$ cat config.mk
export PLATFORM = sky130hd
export DESIGN_NAME = pipe_stage_chain
export DESIGN_NICKNAME = d
export VERILOG_FILES = /design/src/rtl/pipe_stage_chain.sv
export SDC_FILE = /design/constraint.sdc
export NUM_CORES = 1
export LEC_CHECK = 0
export CAP_MARGIN = 20
export CORE_MARGIN = 4
export CORE_UTILIZATION = 30
export CTS_CLUSTER_DIAMETER = 150
export DETAILED_ROUTE_END_ITERATION = 7
export PLACE_DENSITY = 0.63
export SYNTH_ARGS = -nofsm -noshare
export SYNTH_HDL_FRONTEND = slang
export SYNTH_SLANG_ARGS = --single-unit
$ cat constraint.sdc
create_clock -name clk -period 3.85 [get_ports clk]
set_input_delay 0.385 -clock clk [delete_from_list [all_inputs] [get_ports clk]]
set_output_delay 0.385 -clock clk [all_outputs]
set_load 0.03 [all_outputs]
$ cat src/rtl/pipe_stage_chain.sv
// rtl/pipe_stage_chain.sv - parametrised valid/ready pipeline register chain
//
// Purpose: DEPTH-stage, WIDTH-bit inter-stage register chain with per-stage
// valid bits, bubble collapse, global stall, synchronous flush and an
// optional occupancy counter (enabled by defining PIPE_OCC_COUNT_EN).
//
// Ports:
//   clk        rising-edge clock
//   reset      asynchronous active-low reset (clears all valid and data)
//   stall      global hold, freezes every stage
//   flush      synchronous kill of all in-flight entries
//   in_valid   upstream entry present
//   in_ready   chain accepts an entry this cycle
//   in_data    upstream payload
//   out_valid  output stage holds a valid entry (masked by stall)
//   out_ready  downstream accepts this cycle
//   out_data   payload of the output stage (not masked)
//   occupancy  number of valid stages (constant 0 without PIPE_OCC_COUNT_EN)

`timescale 1ns/1ps

module pipe_stage_chain #(
  parameter int WIDTH = 32,
  parameter int DEPTH = 1
) (
  input  logic                       clk,
  input  logic                       reset,
  input  logic                       stall,
  input  logic                       flush,
  input  logic                       in_valid,
  output logic                       in_ready,
  input  logic [WIDTH-1:0]           in_data,
  output logic                       out_valid,
  input  logic                       out_ready,
  output logic [WIDTH-1:0]           out_data,
  output logic [$clog2(DEPTH+1)-1:0] occupancy
);

  localparam int OCC_W = $clog2(DEPTH+1);

  if (DEPTH < 1) begin : g_depth_check
    $error("pipe_stage_chain: DEPTH must be at least 1");
  end

  logic [DEPTH-1:0] r_v;
  logic [WIDTH-1:0] r_d [DEPTH];
  logic [DEPTH-1:0] w_adv;
  logic [DEPTH-1:0] w_src_v;
  logic [WIDTH-1:0] w_src_d [DEPTH];

  genvar gi;
  for (gi = 0; gi < DEPTH; gi++) begin : g_stage
    // Stage gi may advance when any stage from gi to the output is empty,
    // or the output drains. This is the unrolled form of
    // adv[i] = ~stall & (~v[i] | adv[i+1]); the logical ripple from
    // out_ready is still there, just flattened into a wide AND.
    assign w_adv[gi] = ~stall & (out_ready | ~(&r_v[DEPTH-1:gi]));

    if (gi == 0) begin : g_head
      assign w_src_v[gi] = in_valid;
      assign w_src_d[gi] = in_data;
    end else begin : g_link
      assign w_src_v[gi] = r_v[gi-1];
      assign w_src_d[gi] = r_d[gi-1];
    end
  end

  always_ff @(posedge clk or negedge reset) begin
    if (!reset) begin
      r_v <= '0;
      for (int i = 0; i < DEPTH; i++) begin
        r_d[i] <= '0;
      end
    end else begin
      for (int i = 0; i < DEPTH; i++) begin
        if (flush) begin
          r_v[i] <= 1'b0;
        end else if (w_adv[i]) begin
          r_v[i] <= w_src_v[i];
        end
        // Payload only loads with a valid source so bubbles do not toggle
        // the data registers; flush leaves data untouched.
        if (!flush && w_adv[i] && w_src_v[i]) begin
          r_d[i] <= w_src_d[i];
        end
      end
    end
  end

  assign in_ready  = w_adv[0];
  assign out_valid = r_v[DEPTH-1] & ~stall;
  assign out_data  = r_d[DEPTH-1];

`ifdef PIPE_OCC_COUNT_EN
  logic [OCC_W-1:0] r_occ;
  logic             w_in_xfer;
  logic             w_out_xfer;

  assign w_in_xfer  = in_valid & in_ready;
  assign w_out_xfer = out_valid & out_ready;

  always_ff @(posedge clk or negedge reset) begin
    if (!reset) begin
      r_occ <= '0;
    end else if (flush) begin
      r_occ <= '0;
    end else begin
      r_occ <= r_occ + OCC_W'(w_in_xfer) - OCC_W'(w_out_xfer);
    end
  end

  assign occupancy = r_occ;
`else
  assign occupancy = '0;
`endif

endmodule

# Word-level counts from Yosys, hierarchy flattened
# Cells that the tools add are included.
[word_totals] regBits=33 latch_bits=0 mem_bits_rw=0 mem_bits_ro=0 inputBits=38 output_inout_bits=35 word_cells=13 n_memories=0
[classes] addsub=0 n_mul=0 div_mod_pow=0 n_lt_le_gt_ge=0 n_eq_ne=0 shift=0 mux=2 bitwise_logic=5 reduce_logical=4
[op_table] cell="1-bit AND" count=2
[op_table] cell="1-bit logical AND" count=2
[op_table] cell="1-bit two-way mux" count=2
[op_table] cell="1-bit inverter" count=2
[op_table] cell="2-bit nonzero test" count=1
[op_table] cell="1-bit zero test" count=1
[op_table] cell="1-bit OR" count=1

# Logic depth before layout (Yosys ltp)
[depth] depth_word=5 ltp_mapped=4 depth_no_buf=3

# Worst setup path before layout
# OpenSTA, ideal clock, no wires.
[synth_path] path_kind="flip-flop to flip-flop" from="register r_v" to="register r_d (netlist bit out_data[0])" setup_time_ns=0.125 arrival_ns=1.462 required_ns=3.725 slack_ns=2.263 stages_incl_launch_ff=4 n_path_buf=1 period_less_slack_ns=1.587 path_cell_list="dfrtp_1 -> a2111oi_4 -> buf_6 -> mux2_2"
[synth_via] elab_chain_cells=5
[synth_rtl] item="start, declared" line_no="45" text="logic [DEPTH-1:0] r_v;"
[synth_rtl] item="start signal, assigned by index" line_no="79" text="r_v[i] <= w_src_v[i];"
[synth_rtl] item="1-bit inverter" line_no="57" text="assign w_adv[gi] = ~stall & (out_ready | ~(&r_v[DEPTH-1:gi]));"
[synth_rtl] item="1-bit OR" line_no="57"
[synth_rtl] item="1-bit AND" line_no="57"
[synth_rtl] item="1-bit logical AND (2 in series)" line_no="83" text="if (!flush && w_adv[i] && w_src_v[i]) begin"
[synth_rtl] item="end signal, assigned by index" line_no="84" text="r_d[i] <= w_src_d[i];"
[synth_rtl] item="end, declared" line_no="46" text="logic [WIDTH-1:0] r_d [DEPTH];"
# Every way passes these cells.
# A chain may end at the register's enable or synchronous reset.

# Final worst setup path
[layout_path] from="input port out_ready" to="register r_d (netlist bit out_data[12])"
[layout_via] elab_chain_cells=4
[layout_rtl] item="start, declared" line_no="34" text="input logic out_ready,"
[layout_rtl] item="1-bit OR" line_no="57"
[layout_rtl] item="1-bit AND" line_no="57"
[layout_rtl] item="1-bit logical AND (2 in series)" line_no="83"
# Every way passes these cells.

==> flow_summary.toml <==
[run_status]
outcome = "finished clean"

[worst_hold_path]
hp-class = "register to register"

[cts]
clkLatencyLatePin_ns = 0.27
cts_sinks = 33
path_clk_slew_ns = 0.06
cts-htree-levels = 2
cts-buffers-inserted = 5
cts_tree = "yes"
ctsHoldBuffers = 0
cts_resized = 0
cts_buffer_depth = 2
cts_setup_buffers = 0
cts_root_buf = "clkbuf_8"

[yosys]
postSynthAreaPerCell_um2 = 16.8
synth_area_leaders = "dfrtp_1 64%, mux2_2 26%, buf_6 2.6%"
ys_warn_count = 0
synth_top_area_share_pct = 63.9
yosysSeqAreaShare_pct = 63.9
syn_inst = 77
synth_cell_type_count = 12
synth_nets = 115
yosysTopAreaCell = "dfrtp_1"
synth_area_um2 = 1290
ys_ff_latch = 33

[placed_design]
gp_congestion = 0.760
dp_hpwl_um = 2440
io_buffers = 71
pre_cts_slack_ns = 1.31

[final_layout]
regArea_um2 = 826
diodes = 0
layout-drive-gt1-share_pct = 24.7
final_cell_mix = "71 x clkdlybuf4s50_1, 33 x dfrtp_1, 30 x mux2_2"
filler_cell_count = 349
mostFrequentLayoutCell = "clkdlybuf4s50_1"
multi_input_area_um2 = 418
nets = 191
fin_util_pct = 52.2
syn2layout_area_growth_pct = 65.0

[timing]
skew_ns = 0.00504
slew_violations = 0
rsz0062_at_grt = "false"
setup_ws_ns = 1.62
fmax_ghz = 0.449
min_period_ns = 2.23
setup_viol = 0
final-hold-violation-count = 0
hold_ws_ns = 0.493
tightestPinTransition_ns = 0.998
tns_ns = 0
relSlewSlack_pct = 33.4
min_period_over_period_pct = 57.9

[setup_path]
start_kind = "input port"
end_kind = "register"
critPathRequiredTime_ns = 4.01
crit_arrival_ns = 2.38
crit_fanout = 20
cp_slowest_cell = "a2111oi_4"
critPathKind = "input port to register"
crit_chain = "clkdlybuf4s50_1, inv_1, a2111oi_4, buf_12, mux2_2"
critical-path-max-stage-delay_ns = 0.87

[drt]
drt_iter0_markers = 29
vias_per_cell = 4.36
drc = 0
first_pass_iters = 4
wl_per_cell_um = 15.1
routed_wl_um = 3080
ant_nets = 0
vias = 889

[die]
num_io_pins = 73
start_util_pct = 31.6
die_w_um = 73.6
die_area_um2 = 5420
num_rows = 23
core_area_um2 = 4090
die_y_um = 73.6

[job]
cap_viol_max_count = 0

[global_routing]
grt_pass1_vias = 984
overflow = 0
antenna_found_initial = 0
grt.total_usage_pct = 12.5
grt_max_degree = 34
grt_pass1_wl_um = 4940

[pwr]
power_density_nw_per_um2 = 520
p_leak_nw = 0.866
ir_worst_vdd_mv = 0.262
finalPower_mw = 1.11
[where the power goes]
group | switching [mW] | internal (mW)
registers | 0.0350 | 0.417
clock network | 0.110 | 0.128
logic | 0.213 | 0.205
total | 0.358 | 0.749
[final cells by class]
class	count	share of cell area (%)
flip-flops and latches	33	38.7
repair buffers	73	34.6
multi-input cells	38	19.6
clock buffers	8	3.76
well taps	50	2.93
inverters	2	0.352
[metal layers]
layer | track usage, % | vias to the layer above | routed length (um)
li1 | - | 413 | -
met1 | 13.2 | 436 | 1120
met2 | 21.2 | 38 | 1660
met3 | 6.98 | 2 | 293
met4 | 3.62 | 0 | 7
met5 | 0 | - | 0
[worst max-delay path, delay by kind of cell]
kind | cells | cell delay, ns
AO/OA/AOI/OAI | 1 | 0.87
buffers and inverters | 3 | 0.77
multiplexers | 1 | 0.34
[kinds of logic (layout without fill, tap and decap cells)]
| logic type | Yosys count | in the layout | share of synthesized area [%] |
|---|---|---|---|
| mux | 32 | 32 | 27.9 |
| other cells | 1 | 1 | 0.290 |
| compound gates | 3 | 3 | 3.10 |
| buf+inv | 6 | 83 | 3.78 |
| flops | 33 | 33 | 63.9 |
| simple gates | 2 | 2 | 1.07 |
[cells in the mapped netlist, drive strengths merged]
| master | instances |
|---|---|
| a2111oi | 1 |
| a21oi | 1 |
| buf | 4 |
| conb | 1 |
| dfrtp | 33 |
| inv | 2 |
| mux2 | 32 |
| nor2b | 1 |
| o21bai | 1 |
| or2b | 1 |
[stage by stage]
| stage | area (um^2) | std cells |
|---|---|---|
| floorplan | 1290 | 77 |
| global placement | 2050 | 196 |
| detailed placement | 2050 | 196 |
| CTS | 2130 | 204 |
| global route | 2130 | 204 |
| finish | 2130 | 204 |
[flip-flops by register name (all words and copies together) (netlist names)]
register,count
r_v,1
out_data,32
[worst paths after layout]
path / start / endpoint / slack [ns] / cells after the start
setup / recovery: out_ready / out_data[12] / 1.62 / 5
hold / removal: out_data[19] / out_data[19] / 0.49 / 1
min in group asynchronous: reset / out_data[2] / 0.50 / 2
setup reg to reg: r_v / out_data[12] / 1.76 / 3
hold reg to reg: out_data[19] / out_data[19] / 0.49 / 1
max in group asynchronous: reset / out_data[18] / 3.05 / 2
Note: power is estimated with default switching activity, not from simulation.
